--- config.mk ---
export PLATFORM = sky130hd
export DESIGN_NAME = commit_agg_sched_flat
export DESIGN_NICKNAME = d
export VERILOG_FILES = /design/src/rtl/commit_agg_sched_if.sv /design/src/rtl/commit_agg_sched.sv /design/src/flat_wrapper.sv
export SDC_FILE = /design/constraint.sdc
export NUM_CORES = 1
export LEC_CHECK = 0
export ABC_AREA = 1
export BUFFER_PORTS_ARGS = -buffer_cell sky130_fd_sc_hd__buf_2
export CORE_MARGIN = 3
export CORE_UTILIZATION = 61
export DETAILED_ROUTE_END_ITERATION = 10
export PLACE_DENSITY = 0.82
export SYNTH_ARGS = -nofsm -noshare
export SYNTH_HDL_FRONTEND = slang
export SYNTH_SLANG_ARGS = --single-unit
--- constraint.sdc ---
create_clock -name clock -period 3.6 [get_ports clock]
set_clock_uncertainty 0.15 [all_clocks]
set_input_delay 0.18 -clock clock [delete_from_list [all_inputs] [get_ports clock]]
set_output_delay 0.18 -clock clock [all_outputs]
set_load 0.02 [all_outputs]
--- src/rtl/commit_agg_sched_if.sv ---
// Issue/commit bundle between the MPU issue stage, the TPU array and commit_agg_sched.
// The master drives requests and commit reports; the slave is the scheduler.
interface commit_agg_sched_if #(
    parameter int NUM_TPU     = 4,
    parameter int WIDTH_ISSUE = 8
);
    logic                           I_Req_Issue;
    logic [WIDTH_ISSUE-1:0]         I_Issue_No;
    logic [NUM_TPU-1:0]             I_En_TPU;
    logic                           O_Full;
    logic                           O_Empty;
    logic [NUM_TPU-1:0]             I_Commit;
    logic [NUM_TPU*WIDTH_ISSUE-1:0] I_Commit_No;
    logic                           O_Commit;
    logic [WIDTH_ISSUE-1:0]         O_Commit_No;
    logic                           O_Err;
    logic                           O_Timeout;
    logic [NUM_TPU-1:0]             O_Timeout_Mask;

    modport master (
        output I_Req_Issue, I_Issue_No, I_En_TPU, I_Commit, I_Commit_No,
        input  O_Full, O_Empty, O_Commit, O_Commit_No, O_Err, O_Timeout, O_Timeout_Mask
    );

    modport slave (
        input  I_Req_Issue, I_Issue_No, I_En_TPU, I_Commit, I_Commit_No,
        output O_Full, O_Empty, O_Commit, O_Commit_No, O_Err, O_Timeout, O_Timeout_Mask
    );
endinterface

--- src/rtl/commit_agg_sched.sv ---
// In-order commit scheduler: gathers per-TPU commits per issued instruction and retires the oldest.
// Optional head-entry watchdog enabled by defining COMMIT_AGG_TIMEOUT_EN.
module commit_agg_sched #(
    parameter int NUM_ENTRY      = 4,
    parameter int NUM_TPU        = 4,
    parameter int WIDTH_ISSUE    = 8,
    parameter int TIMEOUT_CYCLES = 1024
) (
    input logic               clock,
    input logic               reset,
    commit_agg_sched_if.slave bus
);
    localparam int PW = $clog2(NUM_ENTRY);
    localparam int CW = $clog2(NUM_ENTRY) + 1;

    logic                   ent_v  [NUM_ENTRY];
    logic [WIDTH_ISSUE-1:0] ent_no [NUM_ENTRY];
    logic [NUM_TPU-1:0]     ent_en [NUM_ENTRY];
    logic [NUM_TPU-1:0]     ent_cm [NUM_ENTRY];
    logic [NUM_TPU-1:0]     new_cm [NUM_ENTRY];

    logic [PW-1:0]      wptr;
    logic [PW-1:0]      rptr;
    logic [CW-1:0]      count;
    logic               full;
    logic               dup_hit;
    logic               issue_ok;
    logic               issue_err;
    logic [NUM_TPU-1:0] tpu_hit;
    logic               commit_err;
    logic               retire;

    assign full        = (count == CW'(NUM_ENTRY));
    assign bus.O_Full  = full;
    assign bus.O_Empty = (count == '0);

    always_comb begin
        dup_hit = 1'b0;
        for (int e = 0; e < NUM_ENTRY; e++) begin
            if (ent_v[e] && (ent_no[e] == bus.I_Issue_No)) dup_hit = 1'b1;
        end
    end

    // Full check ignores a same-cycle retire so the MPU only ever has to watch O_Full.
    assign issue_ok  = bus.I_Req_Issue && !full && !dup_hit;
    assign issue_err = bus.I_Req_Issue && !full && dup_hit;

    // Issue numbers are unique among valid entries, so each commit matches at most one entry.
    always_comb begin
        tpu_hit    = '0;
        commit_err = 1'b0;
        for (int e = 0; e < NUM_ENTRY; e++) new_cm[e] = ent_cm[e];
        for (int t = 0; t < NUM_TPU; t++) begin
            for (int e = 0; e < NUM_ENTRY; e++) begin
                if (bus.I_Commit[t] && ent_v[e] && ent_en[e][t] &&
                    (ent_no[e] == bus.I_Commit_No[t*WIDTH_ISSUE +: WIDTH_ISSUE])) begin
                    new_cm[e][t] = 1'b1;
                    tpu_hit[t]   = 1'b1;
                end
            end
            if (bus.I_Commit[t] && !tpu_hit[t]) commit_err = 1'b1;
        end
    end

    assign retire = ent_v[rptr] && (new_cm[rptr] == ent_en[rptr]);

    always_ff @(posedge clock) begin
        if (!reset) begin
            for (int e = 0; e < NUM_ENTRY; e++) begin
                ent_v[e]  <= 1'b0;
                ent_no[e] <= '0;
                ent_en[e] <= '0;
                ent_cm[e] <= '0;
            end
            wptr            <= '0;
            rptr            <= '0;
            count           <= '0;
            bus.O_Commit    <= 1'b0;
            bus.O_Commit_No <= '0;
            bus.O_Err       <= 1'b0;
        end else begin
            // A free slot at wptr is never the head being retired, so the two cases cannot collide.
            for (int e = 0; e < NUM_ENTRY; e++) begin
                if (retire && (rptr == PW'(e))) begin
                    ent_v[e]  <= 1'b0;
                    ent_no[e] <= '0;
                    ent_en[e] <= '0;
                    ent_cm[e] <= '0;
                end else if (issue_ok && (wptr == PW'(e))) begin
                    ent_v[e]  <= 1'b1;
                    ent_no[e] <= bus.I_Issue_No;
                    ent_en[e] <= bus.I_En_TPU;
                    ent_cm[e] <= '0;
                end else begin
                    ent_cm[e] <= new_cm[e];
                end
            end

            if (issue_ok) wptr <= wptr + PW'(1);
            if (retire) begin
                rptr            <= rptr + PW'(1);
                bus.O_Commit_No <= ent_no[rptr];
            end
            bus.O_Commit <= retire;
            bus.O_Err    <= issue_err || commit_err;

            case ({issue_ok, retire})
                2'b10:   count <= count + CW'(1);
                2'b01:   count <= count - CW'(1);
                default: count <= count;
            endcase
        end
    end

`ifdef COMMIT_AGG_TIMEOUT_EN
    localparam int TW = $clog2(TIMEOUT_CYCLES) + 1;

    logic [TW-1:0] tmo_cnt;

    // Watchdog only reports a stuck head; the entry stays so a late commit can still retire it.
    always_ff @(posedge clock) begin
        if (!reset) begin
            tmo_cnt            <= '0;
            bus.O_Timeout      <= 1'b0;
            bus.O_Timeout_Mask <= '0;
        end else begin
            bus.O_Timeout <= 1'b0;
            if (!ent_v[rptr] || retire) begin
                tmo_cnt <= '0;
            end else if (tmo_cnt == TW'(TIMEOUT_CYCLES - 1)) begin
                tmo_cnt            <= '0;
                bus.O_Timeout      <= 1'b1;
                bus.O_Timeout_Mask <= ent_en[rptr] & ~new_cm[rptr];
            end else begin
                tmo_cnt <= tmo_cnt + TW'(1);
            end
        end
    end
`else
    assign bus.O_Timeout      = 1'b0;
    assign bus.O_Timeout_Mask = '0;
`endif

endmodule

--- src/flat_wrapper.sv ---
// flat-port wrapper written by rule: the top's interface ports become plain ports
module commit_agg_sched_flat 
#(
    parameter int NUM_ENTRY      = 4,
    parameter int NUM_TPU        = 4,
    parameter int WIDTH_ISSUE    = 8,
    parameter int TIMEOUT_CYCLES = 1024
)
  (clock, reset, bus_I_Req_Issue, bus_I_Issue_No, bus_I_En_TPU, bus_I_Commit, bus_I_Commit_No, bus_O_Full, bus_O_Empty, bus_O_Commit, bus_O_Commit_No, bus_O_Err, bus_O_Timeout, bus_O_Timeout_Mask);
  commit_agg_sched_if #(.NUM_TPU(NUM_TPU), .WIDTH_ISSUE(WIDTH_ISSUE)) bus_i ();
  input logic clock;
  input logic reset;
  input wire logic [$bits(bus_i.I_Req_Issue)-1:0] bus_I_Req_Issue;
  input wire logic [$bits(bus_i.I_Issue_No)-1:0] bus_I_Issue_No;
  input wire logic [$bits(bus_i.I_En_TPU)-1:0] bus_I_En_TPU;
  input wire logic [$bits(bus_i.I_Commit)-1:0] bus_I_Commit;
  input wire logic [$bits(bus_i.I_Commit_No)-1:0] bus_I_Commit_No;
  output wire logic [$bits(bus_i.O_Full)-1:0] bus_O_Full;
  output wire logic [$bits(bus_i.O_Empty)-1:0] bus_O_Empty;
  output wire logic [$bits(bus_i.O_Commit)-1:0] bus_O_Commit;
  output wire logic [$bits(bus_i.O_Commit_No)-1:0] bus_O_Commit_No;
  output wire logic [$bits(bus_i.O_Err)-1:0] bus_O_Err;
  output wire logic [$bits(bus_i.O_Timeout)-1:0] bus_O_Timeout;
  output wire logic [$bits(bus_i.O_Timeout_Mask)-1:0] bus_O_Timeout_Mask;
  assign bus_i.I_Req_Issue = bus_I_Req_Issue;
  assign bus_i.I_Issue_No = bus_I_Issue_No;
  assign bus_i.I_En_TPU = bus_I_En_TPU;
  assign bus_i.I_Commit = bus_I_Commit;
  assign bus_i.I_Commit_No = bus_I_Commit_No;
  assign bus_O_Full = bus_i.O_Full;
  assign bus_O_Empty = bus_i.O_Empty;
  assign bus_O_Commit = bus_i.O_Commit;
  assign bus_O_Commit_No = bus_i.O_Commit_No;
  assign bus_O_Err = bus_i.O_Err;
  assign bus_O_Timeout = bus_i.O_Timeout;
  assign bus_O_Timeout_Mask = bus_i.O_Timeout_Mask;
  commit_agg_sched #(.NUM_ENTRY(NUM_ENTRY), .NUM_TPU(NUM_TPU), .WIDTH_ISSUE(WIDTH_ISSUE), .TIMEOUT_CYCLES(TIMEOUT_CYCLES)) u_core (.clock(clock), .reset(reset), .bus(bus_i));
endmodule
==> metrics.txt, run 1 <==
Synth Flop Type=edfxtp_1; Slew Limit Headroom=0.6015; Net count, final=approximately 1.1k; Core Region=between 10,000 and 15,000 µm²; FFs w/ async S/R, synth=0; Pwr per Cell Area=369.9 nW/µm²; CP Class=reg -> reg; outcome=finished, final reports clean; pin count of the biggest net entering global routing=27; Inserted Diodes=0; Flop pwr share=0.458; die span in x=111.1 µm; crit-path cells=inv_2 -> nand2_1 -> nand4_1 -> nor2_2 -> nand2_1 -> nand3_1 -> nand3_1 -> nand2_1 -> nor2_2 -> nor2_8 -> nand3_4 -> inv_1 -> ha_1 -> inv_1 -> fa_1 -> a21oi_1 -> o21ai_0 -> o21ai_1 -> a21oi_1; FILL cells=approximately 940; fin util=0.7109; kind of cell adding the most delay to the critical path=simple AND/OR/NAND/NOR gates; Starting Density=0.6409; TritonCTS Buffers=9; CTS tree=built; Slew Viols, Final=0; Hold/Removal Path Class=in -> reg; clock share of power=0.249; clock root buffer=clkbuf_8; P_leak=between 3 and 4 nW; row cnt=37; Worst-Margin Slew=approximately 0.60 ns; Logic pwr share=0.293; clock sinks=87; GRT overflow=0; critical path's slowest cell=edfxtp_1; Post-synth EDFFs=between 60 and 70; Avg Vias per Cell=just under 6; Crit. End Element=register; initial antenna violation count=0; I/O Buffers=62; die footprint=approximately 12,000 µm²; yosys warns=0; cell internal pwr=1.735 mW; Residual DRC=0; global-route wire length before repair=34.66 mm; Iteration-0 DRC Markers=between 1k and 1.5k; Crit path arrival time=3.44 ns; post-route insts no fill=1,182; element type at the critical path start=register; Post-Syn Instances=967; post-route clock period utilization=0.9210; vias in the first global route=6,358; Power, Total=2.764 mW; switching share of power=0.3723; Buf/Inv on CP=3; sequential area share after synthesis=0.3552; Clock Latency Late Sink=a little under 0.4 ns; DR WL/cell=19.14 µm; Crit path top cell by count=nand2_1; area delta synth->final=10.92%; Max clock buf depth=2; P_sw=approximately 1.0 mW; Worst-path clk slew=~0.090 ns; time the worst path needs with I/O delays and setup=around 3.3 ns; Seq cells post-synth=87; HPWL after detailed placement=about 17 mm; Total GRT Usage=0.3637; Critical Path Fanout Max=6; Mapped Avg Cell Area=between 6 and 7 µm²; routability congestion estimate=about 1.1; dpl cells=1,146; critical path data required time=roughly 3.7 ns; VDD IR max=roughly 360 µV; Die H=roughly 110 µm; endpoints failing setup=0; Synth cell types=38; share of cells above drive strength 1=0.1721; detailed-route via count=6,940; CTS HTree Levels=3; Post-Route WL=around 23 mm; remaining antenna violation count=0; drt first pass iters=6; IO Count=68; Max Fclk=301.6 MHz; max-cap violations=0; mapped cell area=between 6000 and 7000 µm²; Final Hold Fails=0; crit-path max cell delay=about 0.56 ns
==> state kept, by name, indices dropped and copies added (netlist names), named ones only <==
register                flops
u_core.bus.O_Commit_No      8
u_core.ent_en              16
u_core.rptr                 2
u_core.ent_cm              16
u_core.bus.O_Err            1
u_core.ent_v                4
u_core.ent_no              32
u_core.bus.O_Commit         1
u_core.wptr                 2
u_core.count                3
==> cell usage after synthesis, types with 2 or more instances <==
| cell | count | area, µm² |
|---|---|---|
| nand2_1 | 286 | 1074 |
| nor2_1 | 125 | 469.2 |
| inv_1 | 88 | 330.3 |
| edfxtp_1 | 65 | 1952 |
| nand3_1 | 47 | 235.2 |
| a21oi_1 | 45 | 225.2 |
| nand4_1 | 44 | 275.3 |
| xnor2_1 | 39 | 341.6 |
| inv_2 | 27 | 101.4 |
| buf_2 | 22 | 110.1 |
| dfxtp_1 | 22 | 440.4 |
| o21ai_0 | 22 | 110.1 |
| nand3_2 | 16 | 160.2 |
| nor2_2 | 14 | 87.58 |
| o22ai_1 | 14 | 87.58 |
| ha_1 | 9 | 112.6 |
| buf_4 | 8 | 60.06 |
| clkbuf_2 | 8 | 40.04 |
| clkbuf_1 | 7 | 26.28 |
| nand3b_1 | 7 | 52.55 |
| nor3_1 | 7 | 35.03 |
| buf_6 | 5 | 56.30 |
| xor2_1 | 5 | 43.79 |
| nand2_2 | 4 | 25.02 |
| nand4_2 | 4 | 50.05 |
| a32oi_1 | 3 | 26.28 |
| and3_1 | 3 | 18.77 |
| clkinv_1 | 3 | 11.26 |
| nor2_8 | 3 | 60.06 |
| nor4_1 | 3 | 18.77 |
| a211oi_1 | 2 | 15.01 |
| conb_1 | 2 | 7.510 |
| o211ai_1 | 2 | 15.01 |
| or2_0 | 2 | 12.51 |
==> worst min-delay path: cells and delay by family <==
family	cells	cell delay (ns)
buf+inv	2	0.16
simple gates	1	0.10
==> layout make-up <==
type	instances	area (µm²)	share of cell area
repair buffers	94	583.1	0.07804
well taps	136	170.2	0.02278
clock inverters	4	36.28	0.004857
clock buffers	12	155.1	0.02077
inverters	118	442.9	0.05929
flip-flops and latches	87	2392	0.3202
multi-input cells	731	3691	0.4941
==> metal layers <==
layer / share of wire / wire, µm / global-route usage
met4: 0.037 / 830 / 0.1549
met2: 0.43 / 9654 / 0.5388
met5: 0 / 0 / 0
met1: 0.41 / 9194 / 0.5115
met3: 0.13 / 2939 / 0.08406
==> cells by family after synthesis <==
family                     synth area share
AOI/OAI and AO/OA                   0.07282
xor gates and xnor gates            0.05722
adders and majority gates           0.01969
buffers and inverters                0.1092
DFF                                  0.3552
other                              0.001115
and+or+nand+nor                      0.3847
==> per-stage QoR <==
stage / setup slack (ns) / TNS (ns) / area, µm² / hold WS [ns]
2_1_floorplan: 0.5985 / 0 / 6807 / 0.2185
3_5_place_dp: 0.2984 / 0 / 7109 / 0.3057
5_1_grt: -0.02837 / -0.02837 / 7471 / 0.02145
4_1_cts: 0.2920 / 0 / 7331 / 0.006244
6_report: 0.2844 / 0 / 7471 / 0.01127
3_3_place_gp: 0.3031 / 0 / 7109 / 0.2990
==> what timing repair did <==
action,CTS,global route
hold buffers,3,0
setup buffers,0,17
resized for setup,0,6
hold endpoints to repair,8,0
setup endpoints to repair,0,1
==> path summary, 6_finish.rpt <==
check	slack (ns)	endpoint	startpoint	cells after the start
max reg2reg	0.28	u_core.count[2]$_SDFFE_PN0P_	u_core.ent_no[1][1]$_SDFFCE_PN0P_	19
min reg2reg	0.32	u_core.bus.O_Commit_No[3]$_SDFFE_PN0P_	u_core.bus.O_Commit_No[3]$_SDFFE_PN0P_	2
min	0.01	u_core.ent_en[1][3]$_SDFFCE_PN0P_	bus_I_En_TPU[3]	3
max	0.28	u_core.count[2]$_SDFFE_PN0P_	u_core.ent_no[1][1]$_SDFFCE_PN0P_	19
==> cell usage in the layout (no fill, tap or decap), types with 11 or more instances in the layout <==
| master | netlist | layout |
|---|---|---|
| o21ai_0 | 22 | 21 |
| nand2_1 | 286 | 286 |
| nor2_2 | 14 | 19 |
| inv_1 | 88 | 88 |
| a21oi_1 | 45 | 45 |
| buf_2 | 22 | 62 |
| nand4_1 | 44 | 44 |
| nand3_1 | 47 | 47 |
| clkbuf_8 | 0 | 11 |
| dfxtp_1 | 22 | 22 |
| o22ai_1 | 14 | 14 |
| buf_4 | 8 | 27 |
| nand3_2 | 16 | 16 |
| xnor2_1 | 39 | 39 |
| inv_2 | 27 | 27 |
| conb_1 | 2 | 21 |
| nor2_1 | 125 | 120 |
| edfxtp_1 | 65 | 65 |
==> power groups by stage <==
stage | registers (mW) | clock network, mW | logic [mW]
2_1_floorplan | 1.23 | 0 | 0.569
3_3_place_gp | 1.29 | 0 | 0.748
3_5_place_dp | 1.29 | 0 | 0.753
4_1_cts | 1.27 | 0.691 | 0.760
5_1_grt | 1.27 | 0.720 | 0.888
6_report | 1.27 | 0.687 | 0.811
(Power assumes the default switching activity.)
==> run 2: changes to the inputs <==
- CORE_UTILIZATION: 61 -> 55
- PLACE_DENSITY: 0.82 -> 0.78
- clock period: 3.6 -> 2.9 ns (I/O delays scaled with it)
==> run 2 against run 1 <==
  * The flow now finishes with violations (setup timing)
  * Clock power rose by 92%
  * Sequential power rose by 22%
  * Register-to-register slack got worse by 0.35 ns
  * Critical path depth fell by 1
  * Utilization rose by 2.3 points
  * Routed wire length rose by 6.0%
  * Highest routed layer unchanged
==> metrics.txt, run 2 (synthesis results as in run 1) <==
initial antenna violation count=0; Hold/Removal Path Class=in -> reg; IO Count=around 70; FF-to-FF setup slack=-0.07 ns; Die H=~120 µm; Slew Limit Headroom=0.6192; min-delay src=bus_I_En_TPU[3]; outcome=finished, violations left; most frequent cells in the layout=nand2_1, nor2_1, buf_4; DR WL/cell=approximately 19 µm; pin count of the biggest net entering global routing=27; Max clock buf depth=2; Inserted Diodes=0; final setup TNS=-0.1325 ns; P_leak=4.053 nW; drt first pass iters=8; TritonCTS Buffers=9; Net count, final=about 1.2k; Final Hold Fails=0; global-route wire length before repair=36.09 mm; die footprint=13,610 µm²; Worst-path clk slew=roughly 0.070 ns; Slew Viols, Final=0; Starting Density=0.5751; Max Fclk=between 300 and 400 MHz; HPWL after detailed placement=17.38 mm; detailed-route via count=between 7k and 8k; CTS tree=built; routability congestion estimate=around 1.1; area delta synth->final=27.53%; row cnt=39; Largest register FFs=32; Power, Total=a little over 4 mW; time the worst path needs with I/O delays and setup=roughly 3.0 ns; Hold Path End=u_core.ent_en[3][3]$_SDFFCE_PN0P_; Top Registers=u_core.ent_no: 32 flops, u_core.ent_cm: 16 flops, u_core.ent_en: 16 flops; reg2reg start=u_core.ent_no[1][2]$_SDFFCE_PN0P_; Worst-Margin Slew=~0.57 ns; VDD IR max=between 300 and 400 µV; share of cells above drive strength 1=0.2744; Crit path arrival time=3.06 ns; max-cap violations=0; vias in the first global route=just under 7k; Iteration-0 DRC Markers=just under 900; element type at the critical path start=register; RSZ-0062 raised after global routing=yes; die span in x=around 120 µm; CP Class=reg -> reg; endpoints failing setup=2; failing checks=setup timing; Residual DRC=0; fin util=0.7334; commonest non-fill, non-tap cell in the layout=nand2_1; worst r2r path cells=18; Post-Route WL=around 24 mm; Avg Vias per Cell=5.875; dpl cells=between 1k and 1.5k; Total GRT Usage=0.3523; post-route insts no fill=1,280; clock root buffer=clkbuf_16; worst hold stages=3; Crit. End Element=register; post-route clock period utilization=1.024; critical path data required time=roughly 3.0 ns; Critical Path Fanout Max=5; Core Region=between 10,000 and 15,000 µm²; clock sinks=87; GRT overflow=0; Critical R2R Capture=u_core.count[1]$_SDFFE_PN0P_; Clock Latency Late Sink=0.36 ns; Pwr per Cell Area=478.0 nW/µm²; remaining antenna violation count=0; final worst slack=-0.06940 ns; I/O Buffers=62; CTS HTree Levels=3; Biggest register=u_core.ent_no
[run 2: cell count changes in the layout (fill, tap and decap cells not counted), sizes merged]
cell and change:
clkbuf -1, clkinvlp -1, buf +91, bufinv +2
[run 2: worst max path at each step]
stage / from / slack (ns) / cells past startpoint / end
CTS: u_core.ent_no[3][7]$_SDFFCE_PN0P_ / -0.05 / 17 / u_core.count[1]$_SDFFE_PN0P_
detailed placement: u_core.ent_no[0][7]$_SDFFCE_PN0P_ / -0.16 / 20 / u_core.count[2]$_SDFFE_PN0P_
global route: u_core.ent_no[2][6]$_SDFFCE_PN0P_ / -0.21 / 20 / u_core.count[2]$_SDFFE_PN0P_
floorplan: u_core.ent_no[0][6]$_SDFFCE_PN0P_ / 0.03 / 20 / u_core.count[2]$_SDFFE_PN0P_
global placement: u_core.ent_v[3]$_DFFE_PP_ / -0.09 / 19 / u_core.count[2]$_SDFFE_PN0P_
finish: u_core.ent_no[1][2]$_SDFFCE_PN0P_ / -0.07 / 18 / u_core.count[1]$_SDFFE_PN0P_
[run 2: metal layers]
layer	track usage	wire length [µm]	vias up
met5	0	0	-
met4	0.1735	1412	0
met3	0.09637	3123	143
met2	0.5370	10340	572
met1	0.4632	9101	3374
li1	-	-	3431
[run 2: critical path, stage by stage, from the launching register on]
cell and delay, ns:
edfxtp_1 0.51, inv_2 0.12, nand2_1 0.09, nand4_1 0.17, nor2_2 0.21, nand2_1 0.12, nand3_2 0.08, nand3_2 0.07
nand3_2 0.10, nand2_4 0.07, nor2_8 0.12, nand3_4 0.08, inv_2 0.06, ha_4 0.12, inv_2 0.04, fa_2 0.52
nor2_2 0.04, a21oi_2 0.10, nor2_1 0.06
[run 2: timing repair]
item / CTS / global route
cloned: 0 / 0
hold endpoints to repair: 9 / 0
pin swaps: 21 / 19
hold buffers: 3 / 0
endpoints found under the setup margin: 2 / 114
buffers inserted: 31 / 11
resized for setup: 29 / 29
[run 2: metrics by stage]
stage | hold slack, ns | cell area, µm² | setup slack, ns
2_1_floorplan | 0.1835 | 6868 | 0.02580
3_5_place_dp | 0.3035 | 7711 | -0.1643
5_1_grt | 0.04087 | 8589 | -0.2076
3_3_place_gp | 0.2989 | 7711 | -0.08801
4_1_cts | 0.001588 | 8413 | -0.05221
6_report | 0.004966 | 8589 | -0.06940
[run 2: layout make-up]
type	count	area, µm²
Clock buffer	11	242.7
Fill cell	918	3122
Sequential cell	87	2394
Inverter	118	445.4
Clock inverter	5	88.84
Multi-Input combinational cell	731	3879
Timing Repair Buffer	185	1361
Tap cell	143	178.9
[run 2: power breakdown]
part	switching, mW	internal (mW)
logic	0.747	0.481
clock network	0.534	0.790
registers	0.111	1.44
total	1.39	2.71
==> run 3: changes to the inputs <==
- ABC_AREA: 1 -> 0
- CORE_UTILIZATION: 55 -> 54
- CTS_BUF_LIST: unset -> sky130_fd_sc_hd__clkbuf_16
- PLACE_DENSITY: 0.78 -> 0.77
==> run 3 against run 2 <==
  * The run still ends with setup timing left
  * Fmax is 24% lower
  * Power is 7.6% higher
  * Sequential cell count stayed put
  * Combinational power is 18% higher
  * First-iteration DRC count is 34% higher
  * Critical endpoint is now u_core.count[2]$_SDFFE_PN0P_
  * Worst hold slack better by 0.12 ns
  * Highest routed layer unchanged
  * Synthesized cell count is 32% lower
  * Sequential share of layout area is 3.6 points lower
  * Routed wire length is 35% higher
==> metrics.txt, run 3 <==
yosys warns=0; share of cells above drive strength 1=0.4967; layer with the highest usage=met2; critical path data required time=a little over 3 ns; max-cap violations=0; Post-synth EDFFs=65; ranking of synthesized cells by area=edfxtp_1, xor2_1, xnor2_1; post-route clock period utilization=1.346; GRT overflow=0; Yosys top cell area share=0.2978; routability congestion estimate=between 1 and 1.5; clock root buffer=clkbuf_16; Max Fclk=256.2 MHz; pin count of the biggest net entering global routing=23; DR WL/cell=about 31 µm; I/O Buffers=62; sequential area share after synthesis=0.3650; Hold/Removal Path Class=in -> reg; commonest non-fill, non-tap cell in the layout=buf_4; Post-Route WL=32.30 mm; most frequent cell after synthesis=xor2_1; RSZ-0062 raised after global routing=yes; Die H=around 120 µm; Slew Viols, Final=0; CP Class=reg -> reg; Crit. End Element=register; worst r2r path cells=14; Worst-path clk slew=roughly 0.080 ns; HPWL after detailed placement=between 15 and 20 mm; Adder-Cell Fraction of Synth Area=0.02023; clock sinks=between 80 and 90; Synth Area in Compound Gates=0.1176; outcome=finished, violations left; simple-gate share of the synthesized area=0.1496; global-route wire length before repair=approximately 43 mm; Starting Density=0.5621; Clock Latency Late Sink=about 0.37 ns; Total GRT Usage=0.4391; VDD IR max=around 480 µV; crit path launch=u_core.ent_no[3][3]$_SDFFCE_PN0P_; largest family of logic cells by synthesized area=XOR/XNOR gates; most frequent cells in the layout=buf_4, xor2_1, edfxtp_1; mux contribution to synthesized area=0.05230; global routing usage on met2=0.6997; Core Region=about 12,000 µm²; CTS HTree Levels=3; Crit path arrival time=4.03 ns; time the worst path needs with I/O delays and setup=just under 4 ns; vias in the first global route=6,941; commonest cells in the synthesized netlist=xor2_1, xnor2_1, edfxtp_1; FFs w/ async S/R, synth=0; Avg Vias per Cell=6.900; P_leak=roughly 4 nW; cts hold-fix bufs=0; Pwr per Cell Area=448.5 nW/µm²; Synth cell types=59; initial antenna violation count=0; Post-Syn Instances=roughly 660; remaining antenna violation count=0; die footprint=around 13,000 µm²; Net count, final=roughly 970; Max clock buf depth=2; met1 Resource Use GR=0.5364; Iteration-0 DRC Markers=about 1.2k; fin util=0.8445; Mapped Avg Cell Area=roughly 10 µm²; worst setup path end=u_core.count[2]$_SDFFE_PN0P_; post-synthesis xor/xnor area fraction=0.2245; Slew Limit Headroom=0.05110; Synth Flop Type=edfxtp_1; Critical R2R Capture=u_core.count[2]$_SDFFE_PN0P_; FF-to-FF setup slack=-1.00 ns; TritonCTS Buffers=9; element type at the critical path start=register; mapped cell area=about 6600 µm²; row cnt=39; failing checks=setup timing; WHS=0.1239 ns; Largest register FFs=32; drt first pass iters=5; endpoints failing setup=132; Worst-Margin Slew=around 1.4 ns; reg2reg start=u_core.ent_no[3][3]$_SDFFCE_PN0P_; Biggest register=u_core.ent_no; die span in x=116.2 µm; Top Registers=u_core.ent_no: 32 flops, u_core.ent_cm: 16 flops, u_core.ent_en: 16 flops; detailed-route via count=7,279; placed inst area=8127 µm²; Critical Path Fanout Max=3; final setup TNS=-68.89 ns; Design Area, Final=~9800 µm²; area delta synth->final=50.26%; biggest area consumer among synthesized cells=edfxtp_1; Residual DRC=0; Inserted Diodes=0; CTS tree=built; IO Count=68; final worst slack=-1.004 ns; met3 Track Usage GR=0.1114; Seq cells post-synth=87; Final Hold Fails=0
[run 3: how the worst min path moves through the flow]
stage	cells after the start	from	end	slack [ns]
floorplan	2	bus_I_Commit[0]	u_core.bus.O_Err$_SDFF_PN0_	0.19
global placement	2	u_core.bus.O_Commit_No[5]$_SDFFE_PN0P_	u_core.bus.O_Commit_No[5]$_SDFFE_PN0P_	0.32
detailed placement	2	u_core.bus.O_Commit_No[5]$_SDFFE_PN0P_	u_core.bus.O_Commit_No[5]$_SDFFE_PN0P_	0.32
CTS	3	bus_I_Commit[2]	u_core.bus.O_Err$_SDFF_PN0_	0.10
global route	3	bus_I_Commit[2]	u_core.bus.O_Err$_SDFF_PN0_	0.16
finish	3	bus_I_Commit[2]	u_core.bus.O_Err$_SDFF_PN0_	0.12
[run 3: kinds of logic (layout without fill, tap and decap cells)]
logic type,count (synthesis),in the layout
and+or+nand+nor,176,177
xor gates and xnor gates,168,168
AOI/OAI and AO/OA,107,109
buffers and inverters,88,322
DFF,87,87
muxes,18,18
adders and majority gates,10,10
other,2,21
[run 3: layout make-up]
type / instances / area, µm²
Timing Repair Buffer: 292 / 2327
Sequential cell: 87 / 2392
Tap cell: 143 / 178.9
Multi-Input combinational cell: 503 / 4554
Clock buffer: 9 / 225.2
Fill cell: 556 / 1813
Inverter: 14 / 52.55
Clock inverter: 7 / 118.9
[run 3: metal layers]
metal  vias up  routed length (µm)
met5         -                   0
met4         0                2897
met3       265                4630
met2       773               14240
met1      3396               10530
li1       2845                   -
[run 3: through the flow]
stage | instances | setup slack [ns] | total power, mW
floorplan | 675 | -0.4966 | 2.149
global placement | 981 | -0.7154 | 2.613
detailed placement | 981 | -0.7482 | 2.630
CTS | 1032 | -0.6085 | 4.126
global route | 1055 | -0.9852 | 4.469
finish | 1055 | -1.004 | 4.418
[run 3: where the power goes]
group          internal, mW  leakage, nW  total [mW]  switching, mW
clock                 0.847        0.164        1.42          0.578
sequential             1.43        0.857        1.54          0.107
combinational         0.643         2.91        1.45          0.810
total                  2.92         3.93        4.42           1.49
[run 3: critical path: stages (launching register included)]
cell	delay, ns
edfxtp_1	0.42
buf_4	0.19
xor2_1	0.41
nor2_1	0.19
a31oi_2	0.40
xor2_2	0.24
nand4_1	0.15
o211a_2	0.19
nor2_4	0.15
ha_4	0.16
inv_2	0.04
fa_2	0.34
xor2_1	0.19
or3_1	0.36
a21oi_1	0.21
[run 3: timing repair]
| item | CTS | global route |
|---|---|---|
| endpoints found under the setup margin | 125 | 133 |
| resized for setup | 91 | 74 |
| buffers inserted | 35 | 26 |
| pin swaps | 53 | 26 |
| gates cloned | 7 | 2 |
